--- src/rtl/bgraph_encoder.sv ---
// bgraph_encoder
//   Recovers a 4-bit thermometer code plus turbo (upper-half) flag from an
//   asynchronous 8-segment bar-graph pattern. The pattern is double-flop
//   synchronized, then must hold for STABLE_CYCLES identical samples before
//   it is accepted. Non-thermometer patterns raise Err_out and bump a
//   saturating error counter while leaving Thermo_out/Turbo_out unchanged.
//
// Ports
//   Clk_in      in   1  system clock, rising edge
//   Reset_in    in   1  async active-high reset
//   BGraph_in   in   8  raw bar-graph pattern (async), bit 0 = lowest segment
//   Thermo_out  out  4  accepted thermometer code, LSB-filled
//   Turbo_out   out  1  accepted level is 5..8 segments
//   Err_out     out  1  last accepted pattern was illegal
//   Upd_out     out  1  one-cycle pulse per accepted change
//   ErrCnt_out  out  8  illegal patterns accepted, saturates at 255
module bgraph_encoder #(
  parameter int STABLE_CYCLES = 4  // legal 2..255
) (
  input  logic       Clk_in,
  input  logic       Reset_in,
  input  logic [7:0] BGraph_in,
  output logic [3:0] Thermo_out,
  output logic       Turbo_out,
  output logic       Err_out,
  output logic       Upd_out,
  output logic [7:0] ErrCnt_out
);

  localparam logic [7:0] CNT_MAX = 8'(STABLE_CYCLES - 1);

  // LOCKED is registered as "cnt already at CNT_MAX"; acceptance additionally
  // needs the current synchronized sample to still match the candidate.
  typedef enum logic {SETTLE, LOCKED} state_t;

  state_t     state_q, state_d;
  logic [7:0] sync1, s;
  logic [7:0] cand, cand_d;
  logic [7:0] cnt, cnt_d;
  logic [7:0] com;
  logic       accept, new_chg, legal;

  always_ff @(posedge Clk_in or posedge Reset_in) begin
    if (Reset_in) begin
      sync1   <= '0;
      s       <= '0;
      cand    <= '0;
      cnt     <= '0;
      state_q <= SETTLE;
    end else begin
      sync1   <= BGraph_in;
      s       <= sync1;
      cand    <= cand_d;
      cnt     <= cnt_d;
      state_q <= state_d;
    end
  end

  always_comb begin
    cand_d = cand;
    cnt_d  = cnt;
    accept = 1'b0;
    case (state_q)
      SETTLE: begin
        if (s != cand) begin
          cand_d = s;
          cnt_d  = 8'd1;
        end else if (cnt < CNT_MAX) begin
          cnt_d  = cnt + 8'd1;
        end
      end
      LOCKED: begin
        if (s != cand) begin
          cand_d = s;
          cnt_d  = 8'd1;
        end else begin
          accept = 1'b1;
        end
      end
      default: ;
    endcase
    // With STABLE_CYCLES=2 a fresh load already reaches CNT_MAX.
    state_d = (cnt_d == CNT_MAX) ? LOCKED : SETTLE;
  end

  // Re-accepting the committed pattern (e.g. after a rejected glitch) is silent.
  assign new_chg = accept && (cand != com);

  // Thermometer iff ones are contiguous from bit 0: x & (x+1) == 0 (0xFF wraps).
  assign legal = ((cand & (cand + 8'd1)) == 8'd0);

  always_ff @(posedge Clk_in or posedge Reset_in) begin
    if (Reset_in) begin
      com        <= '0;
      Thermo_out <= '0;
      Turbo_out  <= 1'b0;
      Err_out    <= 1'b0;
      Upd_out    <= 1'b0;
      ErrCnt_out <= '0;
    end else begin
      Upd_out <= new_chg;
      if (new_chg) begin
        com <= cand;
        if (legal) begin
          // For a legal code bit 4 marks the upper half; the remaining fill
          // is then exactly the upper or lower nibble.
          Turbo_out  <= cand[4];
          Thermo_out <= cand[4] ? cand[7:4] : cand[3:0];
          Err_out    <= 1'b0;
        end else begin
          Err_out <= 1'b1;
          if (ErrCnt_out != 8'hFF) ErrCnt_out <= ErrCnt_out + 8'd1;
        end
      end
    end
  end

endmodule

--- config.mk ---
export PLATFORM = sky130hd
export DESIGN_NAME = bgraph_encoder
export DESIGN_NICKNAME = d
export VERILOG_FILES = /design/src/rtl/bgraph_encoder.sv
export SDC_FILE = /design/constraint.sdc
export NUM_CORES = 1
export LEC_CHECK = 0
export BUFFER_PORTS_ARGS = -buffer_cell sky130_fd_sc_hd__clkbuf_2
export CAP_MARGIN = 20
export CORE_MARGIN = 4
export CORE_UTILIZATION = 57
export DETAILED_ROUTE_END_ITERATION = 10
export PLACE_DENSITY = 0.8
export SETUP_SLACK_MARGIN = 0.5
export SLEW_MARGIN = 20
export SYNTH_ARGS = -nofsm -noshare
export SYNTH_HDL_FRONTEND = slang
export SYNTH_SLANG_ARGS = --single-unit
--- constraint.sdc ---
create_clock -name Clk_in -period 2.75 [get_ports Clk_in]
set_input_delay 0.275 -clock Clk_in [delete_from_list [all_inputs] [get_ports Clk_in]]
set_output_delay 0.275 -clock Clk_in [all_outputs]
set_load 0.005 [all_outputs]
==> results.json, run 1 <==
{
  "power_density_mw_per_mm2": 566.1,
  "drt_wl_total_um": 4111,
  "rsz0062_at_grt": "no",
  "yosysTopAreaCell": "dfrtp_1",
  "max_cap_violations": 0,
  "layout_commonest_cell": "dfrtp_1",
  "grt.overflow.total": 0,
  "fmax_mhz": 476.2,
  "cp_cell_sequence": "xnor2_1 > and4_2 > o2111ai_4 > nor3_4 > buf_4 > mux2_4",
  "crit_path_end_kind": "flop",
  "first_iter_violations": 167,
  "layout_common_cells": "dfrtp_1, nand2_1, clkbuf_2",
  "outcome": "completed",
  "ant_nets": 0,
  "cp_max_fo": 10,
  "rows": 22,
  "synth_cells": 188,
  "start_kind": "flop",
  "dp_hpwl_um": 2859,
  "cts_tree": "built",
  "dr.pass1.iters": 4,
  "dieArea_mm2": 0.005164,
  "yosys-top-cells-area": "dfrtp_1, xnor2_1, nand2_1",
  "synth_area_mm2": 0.002325,
  "crit_required_ps": 2950,
  "die_h_um": 71.86,
  "core_mm2": 0.003799,
  "crit_slowest_cell": "dfrtp_1",
  "fill_cells": 265,
  "port_buffers": 24,
  "timing.final.crit_share": 0.7637,
  "finalClockSkew_ps": 4.779,
  "wl_per_cell_um": 15.81,
  "worstHoldStart": "BGraph_in[7]",
  "hold_path.class": "input port to flop",
  "ctsHtreeMaxLevel": 2,
  "grt_usage": 0.1742,
  "r2r-start": "cand[2]",
  "ctsLongestPathBuffers": 2,
  "antenna_found_initial": 0,
  "drc": 0,
  "layout-drive-gt1-share": 0.2594,
  "combPwrFrac": 0.047,
  "initial_core_util": 0.6120,
  "routabilityCongestion": 0.8899,
  "clkSlewWorstSetupHoldPaths_ps": 100,
  "vias": 1438,
  "fin_setup_tns_ps": 0,
  "holdPathEnd": "sync1[7]",
  "synth_top_area_frac": 0.6028,
  "root_buffer": "clkbuf_8",
  "grt_pass1_vias": 1422,
  "drv_slew": 0,
  "tightest_slew_ps": 918.0,
  "insertedDiodeCount": 0,
  "syn_avg_cell_area_um2": 12.37,
  "hold_violations": 0,
  "die_x_um": 71.86,
  "p_switching_w": 0.0003242,
  "arrival_ps": 2300,
  "fin_nets": 223,
  "fin_total_pwr_w": 0.001468,
  "cts_made_buffers": 5,
  "timing_worst_setup_path_type": "flop to flop",
  "seq_power_share": 0.587,
  "grt_pass1_wl_um": 6824,
  "fin_crit_ps": 2100,
  "synthDistinctLibCells": 35,
  "max_stage_delay_ps": 460,
  "vias_per_cell": 5.531,
  "swShare": 0.2209,
  "power.leakage_nw": 1.259,
  "ioPinCount": 25,
  "ir_worst_vdd_uv": 521.0,
  "r2r_cells": 6,
  "syn_nets": 200,
  "grt_max_degree": 57,
  "ys_seq_elements": 56,
  "rrSetupSlack_ps": 650,
  "clk_latency_ps": 310,
  "synthToLayoutAreaGrowth_pct": 11.52,
  "p_int_w": 0.001143,
  "relSlewSlack": 0.3873,
  "cts_num_sinks": 56,
  "rr_endpoint": "Thermo_out[1]",
  "holdBufCountCts": 0,
  "setup_viol": 0,
  "cp_num_buf_inv": 1,
  "clockPowerShare": 0.366,
  "crit_family": "simple AND/OR/NAND/NOR gates",
  "hold_depth": 1,
  "ys_warn_count": 0,
  "seq_area_frac_synth": 0.6028
}
==> cells by family after synthesis <==
family | Yosys count | synth area share
buffers and inverters | 14 | 0.03283
multiplexers | 9 | 0.04952
AO/OA/AOI/OAI | 10 | 0.03875
flip-flops | 56 | 0.6028
XOR/XNOR | 24 | 0.09365
AND/OR/NAND/NOR | 73 | 0.1717
adder cells (fa/ha/maj) | 2 | 0.01076
==> what timing repair did <==
item / CTS / global route
endpoints found under the setup margin: 4 / 8
gates resized for setup: 1 / 3
buffers inserted: 1 / 4
pin swaps: 1 / 1
gates cloned: 0 / 0
==> worst reg2reg max path: cells and delay by family (launching register included) <==
| kind | cells | cell delay (ps) |
|---|---|---|
| and+or+nand+nor | 2 | 530 |
| xor gates and xnor gates | 1 | 260 |
| DFF | 1 | 460 |
| muxes | 1 | 310 |
| buffers and inverters | 1 | 180 |
| AOI/OAI and AO/OA | 1 | 250 |
==> through the flow <==
stage,setup WS (ps),hold slack (ps),utilization,cells,area (µm²)
6_report,649.9,66.89,0.6825,260,2592
3_5_place_dp,422.9,334.7,0.6403,247,2432
4_1_cts,510.3,58.01,0.6733,256,2557
3_3_place_gp,538.6,332.3,0.6403,247,2432
5_1_grt,513.8,40.82,0.6825,260,2592
2_1_floorplan,859.0,306.4,-,188,2325
==> flip-flops by register name, summed over array words and instances (netlist names), 4 cells and up <==
register / cells
com: 8
s: 8
sync1: 8
cnt: 8
Thermo_out: 4
cand: 8
ErrCnt_out: 8
==> per-layer routing <==
layer,wire length [µm],GRT usage
met2,2077,0.2847
met4,85,0.06472
met3,185,0.04909
met5,0,0
met1,1763,0.2214
==> synth_stat cells <==
library cell  instances
buf_6                 2
nand2_1              29
a31oi_1               1
ha_1                  2
o2111a_1              1
or4b_2                1
nor4_4                1
and3_1                7
xor2_1                5
dfrtp_1              56
o2111ai_4             1
o21ai_0               1
xnor2_1              18
nor2_1                6
o211a_1               1
nor4_1                2
nand3_1               5
mux2i_1               1
o211ai_1              1
buf_4                 2
clkbuf_1              8
nor3_4                1
nand2b_1              7
mux2_4                4
o21ai_1               1
xnor2_2               1
nor3_1                2
and4_1                4
a21oi_1               2
buf_2                 1
or3_1                 1
nand4_1               7
inv_1                 1
a2111oi_0             1
mux2_2                4
==> area by class of cell <==
| class | instances | area, µm² | area share |
|---|---|---|---|
| inverters | 1 | 5.005 | 0.001930 |
| clock inverters | 3 | 47.55 | 0.01834 |
| multi-input cells | 118 | 850.8 | 0.3282 |
| well taps | 48 | 60.06 | 0.02317 |
| flip-flops and latches | 56 | 1403 | 0.5410 |
| clock buffers | 5 | 68.82 | 0.02654 |
| repair buffers | 29 | 157.7 | 0.06081 |
==> power groups by stage <==
stage / Sequential (W) / Clock (W) / Combinational [W]
2_1_floorplan: 0.000869 / 0 / 0.0000604
3_3_place_gp: 0.000875 / 0 / 0.0000664
3_5_place_dp: 0.000877 / 0 / 0.0000687
4_1_cts: 0.000861 / 0.000551 / 0.0000693
5_1_grt: 0.000864 / 0.000590 / 0.0000777
6_report: 0.000861 / 0.000538 / 0.0000690
==> worst max path at each step <==
stage	startpoint	to	slack, ps	depth (start not counted)
global placement	cand[4]	Turbo_out	540	5
CTS	cand[2]	Thermo_out[2]	510	6
floorplan	cand[4]	Thermo_out[1]	860	7
global route	cand[6]	Thermo_out[3]	510	6
finish	cand[2]	Thermo_out[1]	650	6
detailed placement	cand[4]	Thermo_out[2]	420	5
Power figures use the tool's default switching activity.
==> inputs of run 2 (changes only) <==
CORE_UTILIZATION = 52   (was 57)
PLACE_DENSITY = 0.77   (was 0.8)
clock period = 1.7 ns   (was 2.75 ns; I/O delays follow)
==> run 2 against run 1 <==
  * The flow now finishes with violations (setup timing)
  * Routed wire length up 24%
  * Power up 69%
  * Sequential share of layout area down 11 points
  * Fmax up 11%
  * Count of clock-buffer cells in the layout unchanged
  * Largest cell class unchanged
  * Clock skew up 4.5 ps
==> results.json, run 2 (synthesized netlist as in run 1, its figures left out) <==
{
  "outcome": "finished, violations left",
  "failed_checks": "setup timing",
  "layout_common_cells": "dfrtp_1, buf_4, clkbuf_2",
  "clk_latency_ps": 310,
  "p_int_w": 0.001926,
  "core_mm2": 0.004354,
  "setup_viol": 23,
  "crit_start": "cand[3]",
  "wl_per_cell_um": 16.49,
  "grt_max_degree": 28,
  "fmax_mhz": 528.0,
  "fin_total_pwr_w": 0.002487,
  "hold_path.class": "flop to flop",
  "die_h_um": 74.86,
  "clockPowerShare": 0.345,
  "timing.final.crit_share": 1.114,
  "cts_tree": "built",
  "r2r-start": "cand[3]",
  "layout-drive-gt1-share": 0.4961,
  "placed_cells": 279,
  "final_core_util": 0.7500,
  "rows": 24,
  "seqCellArea_mm2": 0.001401,
  "antenna_found_initial": 0,
  "fin_crit_ps": 1894,
  "layout_commonest_cell": "dfrtp_1",
  "grt.overflow.total": 0,
  "fin_nets": 269,
  "drt_wl_total_um": 5112,
  "crit_required_ps": 1900,
  "synthToLayoutAreaGrowth_pct": 40.47,
  "hold_violations": 0,
  "crit_path_end_kind": "flop",
  "ctsLongestPathBuffers": 2,
  "dieArea_mm2": 0.005604,
  "insertedDiodeCount": 0,
  "timing_worst_setup_path_type": "flop to flop",
  "drv_slew": 0,
  "port_buffers": 24,
  "p_switching_w": 0.0005611,
  "tightest_slew_ps": 553.4,
  "max_cap_violations": 0,
  "die_x_um": 74.86,
  "cts_made_buffers": 5,
  "first_iter_violations": 123,
  "ioPinCount": 25,
  "dr.pass1.iters": 4,
  "finalNonFillerCells": 310,
  "routabilityCongestion": 0.8189,
  "ir_worst_vdd_uv": 691.3,
  "multi_input_area_mm2": 0.001096,
  "grt_pass1_wl_um": 7596,
  "fill_cells": 266,
  "power.leakage_nw": 1.593,
  "power_density_mw_per_mm2": 761.5,
  "start_kind": "flop",
  "worstHoldStart": "sync1[6]",
  "post-place-ws_ps": -145.4,
  "timing.final.ws_setup_ps": -193.9,
  "arrival_ps": 2100,
  "seq_power_share": 0.557,
  "clkSlewWorstSetupHoldPaths_ps": 90,
  "relSlewSlack": 0.6290,
  "grt_pass1_vias": 1609,
  "ant_nets": 0,
  "rsz0062_at_grt": "yes",
  "initial_core_util": 0.5339,
  "cp_max_fo": 6,
  "dp_hpwl_um": 3119,
  "combPwrFrac": 0.098,
  "ctsHtreeMaxLevel": 2,
  "cts_num_sinks": 56,
  "drc": 0,
  "vias": 1662,
  "grt_usage": 0.1821,
  "swShare": 0.2256,
  "root_buffer": "clkbuf_8",
  "finalClockSkew_ps": 9.292,
  "vias_per_cell": 5.361
}
## run 2: routing by layer
layer / track usage / up-vias / routed length (µm)
met5: 0 / - / 0
met4: 0.05336 / 0 / 103
met3: 0.04806 / 14 / 222
met2: 0.3037 / 41 / 2713
met1: 0.2341 / 830 / 2072
li1: - / 777 / -
## run 2: worst paths after layout
path	end	depth (start not counted)	slack (ps)
max	Err_out	7	-190
min	s[6]	0	350
max reg2reg	Err_out	7	-190
min reg2reg	s[6]	0	350
max in group asynchronous	com[6]	4	800
min in group asynchronous	s[0]	3	380
## run 2: metrics by stage
stage | hold slack [ps] | cell area (µm²) | setup TNS, ps
after CTS | 357.7 | 3098 | -1620
after global placement | 234.1 | 2674 | -1031
final | 354.9 | 3266 | -3008
after floorplan | 201.4 | 2365 | -349.3
after global routing | 359.2 | 3266 | -4108
after detailed placement | 239.8 | 2674 | -1612
## run 2: power by group through the flow
stage,combinational [W],clock [W],sequential [W]
after global placement,0.000163,0,0.00140
after floorplan,0.000103,0,0.00141
after CTS,0.000208,0.000882,0.00138
final,0.000244,0.000858,0.00138
after global routing,0.000264,0.000940,0.00139
after detailed placement,0.000168,0,0.00141
## run 2: cell type report
| class | count | share of cell area |
|---|---|---|
| well taps | 52 | 0.01992 |
| repair inverters | 1 | 0.001533 |
| multi-input cells | 118 | 0.3356 |
| clock inverters | 3 | 0.01303 |
| flip-flops and latches | 56 | 0.4291 |
| repair buffers | 74 | 0.1774 |
| inverters | 1 | 0.002299 |
| clock buffers | 5 | 0.02107 |
## run 2: critical path, stage by stage (launching register included)
cell and delay [ps]:
dfrtp_1 440, xnor2_1 260, nand4_1 250, buf_4 210
o2111a_2 340, buf_6 170, nor2_2 80, nor2_1 50
## run 2: what timing repair did
action / CTS / global route
endpoints found under the setup margin: 32 / 36
cloned: 1 / 1
gates resized for setup: 35 / 21
pin swaps: 18 / 17
setup buffers: 7 / 5
hold buffers: 9 / 0
endpoints found under the hold margin: 33 / 0
==> inputs of run 3 (changes only) <==
CORE_UTILIZATION = 61   (was 52)
PLACE_DENSITY = 0.84   (was 0.77)
clock period = 2.2 ns   (was 1.7 ns; I/O delays follow)
==> run 3 against run 2 <==
  * The flow now finishes without violations
  * Routed wire length up 7.4%
  * Global-route usage up 3.2 points
  * Critical path depth fell by 1
  * Utilization rose by 6.5 points
  * Clock power fell by 23%
  * Critical endpoint is now Thermo_out[2]
  * Largest cell class unchanged
==> results.json, run 3 (synthesized netlist as in run 1, its figures left out) <==
{
  "die_x_um": 69.74,
  "wl_met1_um": 2074,
  "fmax_mhz": 540.6,
  "core_mm2": 0.003661,
  "ctsHtreeMaxLevel": 2,
  "routabilityCongestion": 0.9121,
  "synthToLayoutAreaGrowth_pct": 28.36,
  "grt_usage": 0.2144,
  "dr.pass1.iters": 5,
  "die_h_um": 69.74,
  "timing_worst_setup_path_type": "flop to flop",
  "cp_max_fo": 6,
  "relSlewSlack": 0.7007,
  "vias_per_cell": 5.739,
  "grt.overflow.total": 0,
  "clkSlewWorstSetupHoldPaths_ps": 100,
  "rsz0062_at_grt": "yes",
  "max_cap_violations": 0,
  "power_density_mw_per_mm2": 633.7,
  "ir_worst_vdd_uv": 602.9,
  "fin_crit_ps": 1850,
  "wl_per_cell_um": 19.39,
  "timing.final.crit_share": 0.8408,
  "grt_pass1_wl_um": 8100,
  "clk_latency_ps": 310,
  "layout-drive-gt1-share": 0.4766,
  "fin_setup_tns_ps": 0,
  "first_iter_violations": 150,
  "final_area_mm2": 0.002984,
  "hold_path.class": "input port to flop",
  "outcome": "completed",
  "post-place-ws_ps": 135.4,
  "insertedDiodeCount": 0,
  "tightest_slew_ps": 448.9,
  "root_buffer": "clkbuf_8",
  "grt_max_degree": 26,
  "initial_core_util": 0.6350,
  "power.leakage_nw": 1.465,
  "met2_length_um": 2938,
  "wl_met3_um": 268,
  "cts_tree": "built",
  "arrival_ps": 2050,
  "fin_nets": 246,
  "drv_slew": 0,
  "ioPinCount": 25,
  "hold_violations": 0,
  "dp_hpwl_um": 3231,
  "crit_path_end_kind": "flop",
  "drt_wl_total_um": 5488,
  "seqCellArea_mm2": 0.001411,
  "rows": 22,
  "multi_input_area_mm2": 0.001046,
  "vias": 1624,
  "port_buffers": 24,
  "layout_common_cells": "dfrtp_1, clkbuf_2, buf_4",
  "antenna_found_initial": 0,
  "cts_num_sinks": 56,
  "layout_commonest_cell": "dfrtp_1",
  "crit_required_ps": 2400,
  "routed.top_layer": "met4",
  "fill_cells": 193,
  "placed_area_mm2": 0.002492,
  "dieArea_mm2": 0.004863,
  "ctsLongestPathBuffers": 2,
  "drc": 0,
  "timing.final.ws_setup_ps": 350.1,
  "cts_made_buffers": 5,
  "start_kind": "flop",
  "grt_pass1_vias": 1602,
  "ant_nets": 0,
  "setup_viol": 0,
  "finalClockSkew_ps": 10.73
}
==> run 3: final cells by class <==
| type | count | area share |
|---|---|---|
| clock buffer | 5 | 0.02306 |
| timing repair buffer | 52 | 0.1178 |
| inverter | 1 | 0.001258 |
| clock inverter | 3 | 0.01426 |
| tap | 48 | 0.02013 |
| sequential | 56 | 0.4730 |
| multi-input combinational | 118 | 0.3505 |
==> run 3: timing repair <==
action | 4_1_cts | 5_1_grt
pin swaps | 6 | 25
hold endpoints to repair | 15 | 0
resized for setup | 23 | 30
setup endpoints to repair | 23 | 23
cloned | 0 | 1
hold buffers | 1 | 0
buffers inserted | 13 | 5
==> run 3: path summary, 6_finish.rpt <==
| path | endpoint | cells past startpoint | slack [ps] | from |
|---|---|---|---|---|
| worst max-delay path | Thermo_out[2] | 6 | 350 | cand[7] |
| worst min-delay path | sync1[5] | 1 | 9 | BGraph_in[5] |
| worst max register to register | Thermo_out[2] | 6 | 350 | cand[7] |
| worst min register to register | s[6] | 0 | 360 | sync1[6] |
| max in group asynchronous | cand[1] | 4 | 1140 | Reset_in |
| min in group asynchronous | sync1[5] | 3 | 400 | Reset_in |
==> run 3: stage by stage <==
step | total power (W) | hold slack, ps | cells | utilization
2_1_floorplan | 0.001163 | 251.4 | 188 | -
3_3_place_gp | 0.001187 | 179.5 | 255 | 0.6808
3_5_place_dp | 0.001194 | 182.4 | 255 | 0.6808
4_1_cts | 0.001870 | 5.308 | 277 | 0.7669
5_1_grt | 0.001958 | 2.124 | 283 | 0.8151
6_report | 0.001891 | 8.976 | 283 | 0.8151
==> run 3: routing by layer <==
layer	global-route usage	up-vias
li1	-	729
met1	0.2663	796
met2	0.3708	74
met3	0.03913	25
met4	0.08511	0
met5	0	-
==> run 3: critical path, stage by stage (launching register included) <==
cell,delay (ps)
dfrtp_2,460
xnor2_1,230
and4_4,270
o2111ai_4,160
nor3_4,160
buf_6,150
mux2_4,310
==> run 3: power by group <==
group / total [W] / internal (W) / leakage (nW) / switching, W
logic: 0.000151 / 0.0000724 / 0.697 / 0.0000787
clock network: 0.000660 / 0.000337 / 0.0541 / 0.000323
registers: 0.00108 / 0.00105 / 0.714 / 0.0000277
